[src/rtl/pc_pkg.sv]
// Shared definitions for the fetch-stage program-counter generator:
// run/halt state encodings, the default reset vector and the PC step sizes.
package pc_pkg;

  typedef logic [1:0] state_t;

  localparam state_t ST_BOOT = 2'd0;
  localparam state_t ST_RUN  = 2'd1;
  localparam state_t ST_HALT = 2'd2;

  localparam logic [63:0] RESET_VEC_DEFAULT = 64'h0000_0000_8000_0000;

  localparam logic [2:0] STEP_C = 3'd2;
  localparam logic [2:0] STEP_W = 3'd4;

endpackage

[src/rtl/pc_ras.sv]
// Circular return-address stack. When full, a push overwrites the oldest entry.
// A simultaneous pop and push replaces the top entry in place.
module pc_ras #(
  parameter int RAS_DEPTH = 4,
  parameter int XLEN      = 64
) (
  input  logic            clk,
  input  logic            rst,
  input  logic            clear,
  input  logic            push,
  input  logic            pop,
  input  logic [XLEN-1:0] push_addr,
  output logic [XLEN-1:0] top_addr,
  output logic            empty
);

  localparam int PW = $clog2(RAS_DEPTH);
  localparam int CW = PW + 1;

  logic [XLEN-1:0] entries_q [RAS_DEPTH];
  logic [PW-1:0]   ptr_q, ptr_d, top_idx, wr_idx;
  logic [CW-1:0]   count_q, count_d;
  logic            wr_en, do_pop;

  // ptr_q is the next free slot, so the top entry sits one below it
  assign top_idx  = ptr_q - PW'(1);
  assign top_addr = entries_q[top_idx];
  assign empty    = (count_q == '0);

  // NOTE: every signal assigned here gets a default first; otherwise a path
  // that skips an assignment would infer a latch.
  always_comb begin
    ptr_d   = ptr_q;
    count_d = count_q;
    wr_en   = 1'b0;
    wr_idx  = ptr_q;
    do_pop  = pop && !empty;
    if (clear) begin
      ptr_d   = '0;
      count_d = '0;
    end else if (do_pop && push) begin
      wr_en  = 1'b1;
      wr_idx = top_idx;
    end else if (do_pop) begin
      ptr_d   = top_idx;
      count_d = count_q - CW'(1);
    end else if (push) begin
      wr_en = 1'b1;
      ptr_d = ptr_q + PW'(1);
      if (count_q != CW'(RAS_DEPTH)) count_d = count_q + CW'(1);
    end
  end

  // NOTE: sequential state uses non-blocking assignments so every flop
  // samples the pre-edge value regardless of block evaluation order.
  always_ff @(posedge clk) begin
    if (rst) begin
      ptr_q   <= '0;
      count_q <= '0;
    end else begin
      ptr_q   <= ptr_d;
      count_q <= count_d;
    end
  end

  // NOTE: the storage array is deliberately not reset; count_q alone decides
  // which entries are meaningful, so stale data is never observed.
  always_ff @(posedge clk) begin
    if (wr_en) entries_q[wr_idx] <= push_addr;
  end

endmodule

[src/rtl/pc_gen.sv]
// Fetch-stage PC generator: BOOT/RUN/HALT control, prioritised redirects,
// compressed-aware sequential stepping and return-address prediction.
module pc_gen
  import pc_pkg::*;
#(
  parameter int          XLEN      = 64,
  parameter logic [63:0] RESET_VEC = RESET_VEC_DEFAULT,
  parameter int          RAS_DEPTH = 4,
  parameter bit          SUPPORT_C = 1'b1
) (
  input  logic            clk,
  input  logic            rst,
  input  logic            stall,
  input  logic            br_taken,
  input  logic [XLEN-1:0] br_ref_pc,
  input  logic [XLEN-1:0] br_imm,
  input  logic            jmp_taken,
  input  logic [XLEN-1:0] jmp_target,
  input  logic            trap_taken,
  input  logic [XLEN-1:0] trap_target,
  input  logic            halt_req,
  input  logic            call_hint,
  input  logic            ret_hint,
  input  logic            inst_c,
  output logic            fetch_valid,
  input  logic            fetch_ready,
  output logic [XLEN-1:0] fetch_pc,
  output logic            flush,
  output logic            misaligned
);

  state_t          state_q, state_d;
  logic [XLEN-1:0] pc_q, pc_d, seq_pc, ras_top;
  logic            flush_q, flush_d;
  logic            accept, ras_push, ras_pop, ras_clear, ras_empty;
  logic [2:0]      step;

  assign fetch_valid = (state_q == ST_RUN);
  assign fetch_pc    = pc_q;
  assign flush       = flush_q;
  assign misaligned  = pc_q[0] | (!SUPPORT_C & pc_q[1]);
  assign accept      = fetch_valid & fetch_ready & !stall;
  assign step        = (SUPPORT_C && inst_c) ? STEP_C : STEP_W;
  assign seq_pc      = pc_q + XLEN'(step);

  always_comb begin
    state_d   = state_q;
    pc_d      = pc_q;
    flush_d   = 1'b0;
    ras_push  = 1'b0;
    ras_pop   = 1'b0;
    ras_clear = 1'b0;
    if (state_q == ST_BOOT) begin
      state_d = ST_RUN;
    end else if (trap_taken) begin
      // trap also serves as the only way out of HALT
      pc_d      = trap_target;
      flush_d   = 1'b1;
      ras_clear = 1'b1;
      state_d   = ST_RUN;
    end else if (state_q == ST_RUN) begin
      if (br_taken) begin
        pc_d    = br_ref_pc + br_imm;
        flush_d = 1'b1;
      end else if (jmp_taken) begin
        pc_d    = {jmp_target[XLEN-1:1], 1'b0};
        flush_d = 1'b1;
      end else if (ret_hint && accept && !ras_empty) begin
        pc_d     = ras_top;
        flush_d  = 1'b1;
        ras_pop  = 1'b1;
        ras_push = call_hint;
      end else if (halt_req) begin
        state_d = ST_HALT;
      end else if (accept) begin
        pc_d     = seq_pc;
        ras_push = call_hint;
      end
    end else if (state_q != ST_HALT) begin
      state_d = ST_BOOT;
    end
  end

  always_ff @(posedge clk) begin
    if (rst) begin
      state_q <= ST_BOOT;
      pc_q    <= RESET_VEC[XLEN-1:0];
      flush_q <= 1'b0;
    end else begin
      state_q <= state_d;
      pc_q    <= pc_d;
      flush_q <= flush_d;
    end
  end

  pc_ras #(
    .RAS_DEPTH (RAS_DEPTH),
    .XLEN      (XLEN)
  ) u_ras (
    .clk       (clk),
    .rst       (rst),
    .clear     (ras_clear),
    .push      (ras_push),
    .pop       (ras_pop),
    .push_addr (seq_pc),
    .top_addr  (ras_top),
    .empty     (ras_empty)
  );

endmodule

[config.mk]
export PLATFORM = sky130hd
export DESIGN_NAME = pc_gen
export DESIGN_NICKNAME = d
export VERILOG_FILES = /design/src/rtl/pc_pkg.sv /design/src/rtl/pc_ras.sv /design/src/rtl/pc_gen.sv
export SDC_FILE = /design/constraint.sdc
export NUM_CORES = 1
export LEC_CHECK = 0
export ABC_AREA = 1
export CAP_MARGIN = 10
export CORE_ASPECT_RATIO = 2
export CORE_UTILIZATION = 55
export DETAILED_ROUTE_END_ITERATION = 7
export PLACE_DENSITY_LB_ADDON = 0.12
export SYNTH_ARGS = -nofsm -noshare
export SYNTH_HDL_FRONTEND = slang
export SYNTH_SLANG_ARGS = --single-unit
[constraint.sdc]
create_clock -name clk -period 6.3 [get_ports clk]
set_clock_uncertainty 0.05 [all_clocks]
set_input_delay 0.63 -clock clk [delete_from_list [all_inputs] [get_ports clk]]
set_output_delay 0.63 -clock clk [all_outputs]
set_load 0.01 [all_outputs]
==> results.md, run 1 <==
* Sink Count at 328
* DPL Wire Length at 69.0 mm
* Violated checks: design-rule violations
* Pwr/cell area at 197 mW/mm²
* Yosys top cell area share at 34.1%
* Port bufs at 332
* Skew-Pair Late Insertion Delay at 0.55 ns
* Die area at 0.0418 mm²
* First-pass GRT wire length at 130 mm
* Fraction of layout cells with a size suffix above 1 at 3.59%
* Post-DRT Antenna Nets at 0
* Largest area contributor in the netlist: edfxtp_1
* Largest fanout on the critical path at 64
* Multi-input logic area at 0.0114 mm²
* Seq cells post-synth at 328
* Crit path DAT at 4.32 ns
* Initial DRC Count at 2205
* Dominant synthesized flop cell: edfxtp_1
* Register area share after synthesis at 40.5%
* Final Max Tran Viols at 0
* Simple-gate share of the synthesized area at 31.8%
* Rows at 104
* Hold depth at 2
* Die Width at 145 µm
* Worst hold margin at 0.464 ns
* Chip height at 288 µm
* R2R Path End: u_ras.entries_q[1][60]$_DFFE_PP_
* Final Cell Area at 0.0270 mm²
* Pwr Total at 5.32 mW
* Placed instance area at 0.0262 mm²
* RSZ-0062 raised after global routing: no
* CTS clock-pin slew for the worst setup and hold paths at 0.08 ns
* Cts repair resizes at 0
* GR Overflow Total at 0
* Vias in the first global route at 22900
* Max IR drop VDD at 159 µV
* HP Start: fetch_pc[1]$_SDFFE_PP0P_
* Largest family of logic cells by synthesized area: simple AND/OR/NAND/NOR gates
* I/O Pins at 334
* Worst min path class: flip-flop to flip-flop
* Drt wl/cell at 22.0 µm
* Number of flops mapped to enable cells by yosys at 256
* H-tree Lvls at 1
* Critical path launch point type: flip-flop
* # setup viols final at 0
* Critical path type: flip-flop to flip-flop
* Mapped Avg Cell Area at 7.00 µm²
* Top post-synthesis cells by count: nand2_1, inv_1, nor2_1
* Compound-Gate Fraction of Synth Area at 12.7%
* Largest net degree at the start of global routing at 79
* Adder-Cell Fraction of Synth Area at 4.04%
* Synth Area in XOR/XNOR at 2.04%
* Final period utilization at 66.8%
* Final hold vios at 0
* Outcome: finished, violations left
* Fmax at 0.238 GHz
* Placer Congestion at 1.07
* Syn-to-layout area delta at 20.0%
* LEAKAGE at 12.0 nW
* Core box area at 0.0403 mm²
* End of the worst hold path: fetch_pc[1]$_SDFFE_PP0P_
* Min cycle time layout at 4.21 ns
* Cell count after synthesis at 3219
* Synth area leaders: edfxtp_1, nand2_1, inv_1, dfxtp_1, a21oi_1
* Max-cap violations at 0
* Drt pass-1 iters at 8
* CTS buffer count at 24
* Async set-reset flop share out of synthesis at 0%
* Antenna violations before repair at 2
* Top-count cell post-synth: nand2_1
* Initial Util at 55.9%
* Nets at 3829
* Slew margin rel. at 32.2%
* CTS tree: done
* Via Count at 23600
* Setup crit end kind: flip-flop
* R2R cell count at 8
* Critical Path RT at 6.41 ns
* FF-to-FF setup slack at 2.09 ns
* Yosys warnings at 0
* Max Root-Sink Buffers at 3
* Root buf cell: clkbuf_16
* Setup TNS Final at 0 ns
* Mux share of post-synthesis cell area at 0.0444%
* Synthesized cell area at 0.0225 mm²
* FF-to-FF Start: u_ras.ptr_q[1]$_SDFFE_PP0P_
* Setup bufs post-CTS at 0
* Total global-route track usage at 41.7%
* Drt via density at 5.84
* Drt total wl at 89.0 mm
* Tightest Pin Transition at 1.02 ns
* DRC at 1
* Register area at 0.00913 mm²
* Number of library cell types mapped by synthesis at 55
* Syn nets at 3557
* FILL cells at 3485
* CTS Hold Buffers Added at 0
registers in the layout (all words and copies together), names as in the netlist:
name             flops
u_ras.count_q        3
fetch_pc            64
flush                1
u_ras.ptr_q          2
u_ras.entries_q    256
state_q              2
through the flow:
step                setup WS [ns]  std cells  utilization (%)
floorplan                    1.20       3219                -
global placement             2.00       3995             65.0
detailed placement           1.71       3995             65.0
CTS                          2.16       4038             67.0
global route                 2.01       4040             67.0
finish                       2.09       4040             67.0
final cells by class:
type / count / share of cell area, %
multi-input combinational: 2383 / 42.3
sequential: 328 / 33.8
timing repair buffer: 352 / 12.8
inverter: 402 / 5.59
tap: 530 / 2.45
clock buffer: 28 / 2.36
clock inverter: 15 / 0.676
antenna: 2 / 0.0185
metal layers:
metal | routed length [µm] | part of all wire [%] | GRT usage (%)
met1 | 28900 | 32 | 44.0
met3 | 7980 | 9.0 | 5.58
met4 | 7950 | 8.9 | 33.8
met2 | 44200 | 50 | 74.4
met5 | 0 | 0 | 0
kinds of logic (layout without fill, tap and decap cells):
family	count (synthesis)	in the layout
compound gates	520	520
xor+xnor	50	50
fa+ha+maj	71	71
buf+inv	508	797
flops	328	328
mux	1	1
other cells	0	2
simple gates	1741	1741
worst max-delay path by stage:
stage                                     start                               end
floorplan                              br_taken   u_ras.entries_q[1][0]$_DFFE_PP_
global placement                       ret_hint  u_ras.entries_q[3][60]$_DFFE_PP_
CTS                 u_ras.ptr_q[1]$_SDFFE_PP0P_  u_ras.entries_q[1][62]$_DFFE_PP_
global route        u_ras.ptr_q[1]$_SDFFE_PP0P_  u_ras.entries_q[1][58]$_DFFE_PP_
finish              u_ras.ptr_q[1]$_SDFFE_PP0P_  u_ras.entries_q[1][60]$_DFFE_PP_
detailed placement                     ret_hint  u_ras.entries_q[3][60]$_DFFE_PP_
report_power, final:
group	total [mW]	internal, mW	leakage, nW	switching [mW]
sequential	2.47	2.38	2.94	0.0851
clock	1.63	0.895	0.406	0.738
combinational	1.22	0.478	8.61	0.744
total	5.32	3.75	12.0	1.57
placed cells by master, fill, tap and decap left out, drive strengths merged, types with 3 or more instances in the layout:
master and instances:
a21oi 283, a221oi 3, a22o 4, a22oi 58, a31oi 4, and2 5, buf 24, bufinv 4
clkbuf 28, clkdlybuf4s50 328, clkinv 13, dfxtp 72, edfxtp 256, fa 3, ha 68, inv 400
nand2 1131, nand3 161, nand3b 20, nand4 23, nor2 366, nor3 27, o211ai 15, o21a 4
o21ai 134, o21bai 7, or2 5, xnor2 21, xor2 29
worst max-delay path: stages (launching register included):
cell and delay, ns:
dfxtp_2 0.31, buf_4 0.57, inv_1 0.62, nor2_4 0.57
nor2_1 0.20, o21ai_0 0.30, nand2_1 0.20, nor2_4 0.13
buf_4 0.73
No activity file was read; power rests on OpenSTA's default activity.
==> run 2: changes to the inputs <==
==> constraint.sdc (replaced) <==
create_clock -name clk -period 4.4 [get_ports clk]
set_clock_uncertainty 0.05 [all_clocks]
set_input_delay 0.44 -clock clk [delete_from_list [all_inputs] [get_ports clk]]
set_output_delay 0.44 -clock clk [all_outputs]
set_load 0.01 [all_outputs]
==> run 2 against run 1 <==
Against the previous run: the flow now finishes without violations; combinational power is 44% higher; critical path depth is 5 higher; largest power group unchanged; sequential share of layout area is 0.21 points lower; clock power is 51% higher; largest cell class unchanged.
==> results.md, run 2 (same netlist as run 1, synthesis figures left out) <==
* Largest register by flop count: u_ras.entries_q (unchanged)
* Max Root-Sink Buffers at 3 (unchanged)
* Final hold vios at 0 (unchanged)
* First-pass GRT wire length at 136 mm (was 130 mm)
* Fmax at 0.265 GHz (was 0.238 GHz)
* Placer Congestion at 1.06 (was 1.07)
* Via Count at 24200 (was 23600)
* Crit path max-delay family: simple AND/OR/NAND/NOR gates (was buffers and inverters)
* Slew margin rel. at 29.3% (was 32.2%)
* Drt total wl at 93.1 mm (was 89.0 mm)
* Worst setup slack after placement at 0.418 ns (was 1.71 ns)
* Slowest CP cell: nor2_4 (was buf_4)
* Nets at 3837 (was 3829)
* Max-cap violations at 0 (unchanged)
* Min setup slack post-route at 0.622 ns (was 2.09 ns)
* Crit. path cell count at 13 (was 8)
* Drt via density at 5.96 (was 5.84)
* Crit path DAT at 3.96 ns (was 4.32 ns)
* Max IR drop VDD at 284 µV (was 159 µV)
* Most frequent cells in the layout: nand2_1, inv_1, nor2_1, clkdlybuf4s50_1, a21oi_1 (unchanged)
* CTS buffer count at 25 (was 24)
* Crit-path cells: inv_2 -> nand2_1 -> inv_2 -> nand2_1 -> inv_2 -> nand4_1 -> a21oi_1 -> ha_1 -> nand2_1 -> xor2_1 -> inv_1 -> nor2_4 -> buf_12 (was buf_4 -> inv_1 -> nor2_4 -> nor2_1 -> o21ai_0 -> nand2_1 -> nor2_4 -> buf_4)
* Critical path launch point type: flip-flop (unchanged)
* Skew-Pair Late Insertion Delay at 0.59 ns (was 0.55 ns)
* Critical Path RT at 4.58 ns (was 6.41 ns)
* Chip height at 288 µm (unchanged)
* Port bufs at 332 (unchanged)
* Final period utilization at 85.9% (was 66.8%)
* CTS tree: done (unchanged)
* Max FFs per register at 256 (unchanged)
* DPL Wire Length at 70.5 mm (was 69.0 mm)
* Vias in the first global route at 23900 (was 22900)
* I/O Pins at 334 (unchanged)
* Root buf cell: clkbuf_16 (unchanged)
* Tightest Pin Transition at 1.06 ns (was 1.02 ns)
* Total global-route track usage at 43.8% (was 41.7%)
* GR Overflow Total at 0 (unchanged)
* Largest net degree at the start of global routing at 81 (was 79)
* Cts repair resizes at 0 (unchanged)
* Largest fanout on the critical path at 43 (was 64)
* Critical path buffer and inverter count at 5 (was 3)
* H-tree Lvls at 1 (unchanged)
* Syn-to-layout area delta at 20.7% (was 20.0%)
* Die Width at 145 µm (unchanged)
* Most common cell after layout, fill and taps aside: nand2_1 (unchanged)
* Outcome: complete, no violations (was finished, violations left)
* Critical path type: flip-flop to flip-flop (unchanged)
* R2R cell count at 13 (was 8)
* Core box area at 0.0403 mm² (unchanged)
* Crit-path max cell delay at 0.64 ns (was 0.73 ns)
* # setup viols final at 0 (unchanged)
* Sink Count at 328 (unchanged)
* CTS clock-pin slew for the worst setup and hold paths at 0.08 ns (about the same)
* Worst min path class: input port to flip-flop (was flip-flop to flip-flop)
* Pwr/cell area at 286 mW/mm² (was 197 mW/mm²)
* Rows at 104 (unchanged)
* Final Max Tran Viols at 0 (unchanged)
* CTS Hold Buffers Added at 0 (unchanged)
* Die area at 0.0418 mm² (unchanged)
* LEAKAGE at 12.0 nW (about the same)
* Pwr Total at 7.77 mW (was 5.32 mW)
* Min cycle time layout at 3.78 ns (was 4.21 ns)
* RSZ-0062 raised after global routing: no (unchanged)
* Drt wl/cell at 23.0 µm (was 22.0 µm)
* Setup crit end kind: flip-flop (unchanged)
* Antenna violations before repair at 6 (was 2)
* Worst hold margin at 0.169 ns (was 0.464 ns)
* Initial DRC Count at 2659 (was 2205)
* Drt pass-1 iters at 7 (was 8)
* Setup bufs post-CTS at 0 (unchanged)
* Post-DRT Antenna Nets at 0 (unchanged)
* Fraction of layout cells with a size suffix above 1 at 3.92% (was 3.59%)
* Finished Core Util at 67.4% (was 67.0%)
* DRC at 0 (was 1)
* Initial Util at 55.9% (unchanged)
* Setup TNS Final at 0 ns (unchanged)
* Hold depth at 2 (unchanged)
[run 2: final cells by class]
| cell class | count | area (µm²) |
|---|---|---|
| fill | 3358 | 13100 |
| timing repair buffer | 359 | 3570 |
| antenna | 5 | 12.5 |
| inverter | 402 | 1510 |
| clock buffer | 29 | 641 |
| multi-input combinational | 2383 | 11400 |
| clock inverter | 17 | 226 |
| tap | 530 | 663 |
| sequential | 328 | 9130 |
[run 2: report_power, final]
| part | leakage (nW) | total, mW | switching [mW] | internal, mW |
|---|---|---|---|---|
| sequential | 2.94 | 3.54 | 0.130 | 3.41 |
| clock | 0.416 | 2.46 | 1.16 | 1.31 |
| combinational | 8.66 | 1.76 | 1.08 | 0.686 |
| total | 12.0 | 7.77 | 2.36 | 5.40 |
[run 2: path summary, 6_finish.rpt]
path | from | slack, ns | endpoint
max reg2reg | state_q[1]$_SDFFE_PP0P_ | 0.62 | u_ras.entries_q[3][57]$_DFFE_PP_
max | state_q[1]$_SDFFE_PP0P_ | 0.62 | u_ras.entries_q[3][57]$_DFFE_PP_
min | trap_taken | 0.17 | state_q[1]$_SDFFE_PP0P_
min reg2reg | fetch_pc[1]$_SDFFE_PP0P_ | 0.48 | fetch_pc[1]$_SDFFE_PP0P_
[run 2: through the flow]
stage | cells | instance area (µm²)
detailed placement | 4002 | 26300
global placement | 4002 | 26300
floorplan | 3219 | 22500
finish | 4053 | 27200
CTS | 4048 | 27200
global route | 4051 | 27200
[run 2: per-layer routing]
metal	wire length, µm	track usage, %	up-vias
met3	9260	9.02	448
met4	9150	37.6	0
li1	-	-	11000
met2	45600	77.4	1778
met5	0	0	-
met1	29100	44.1	10900
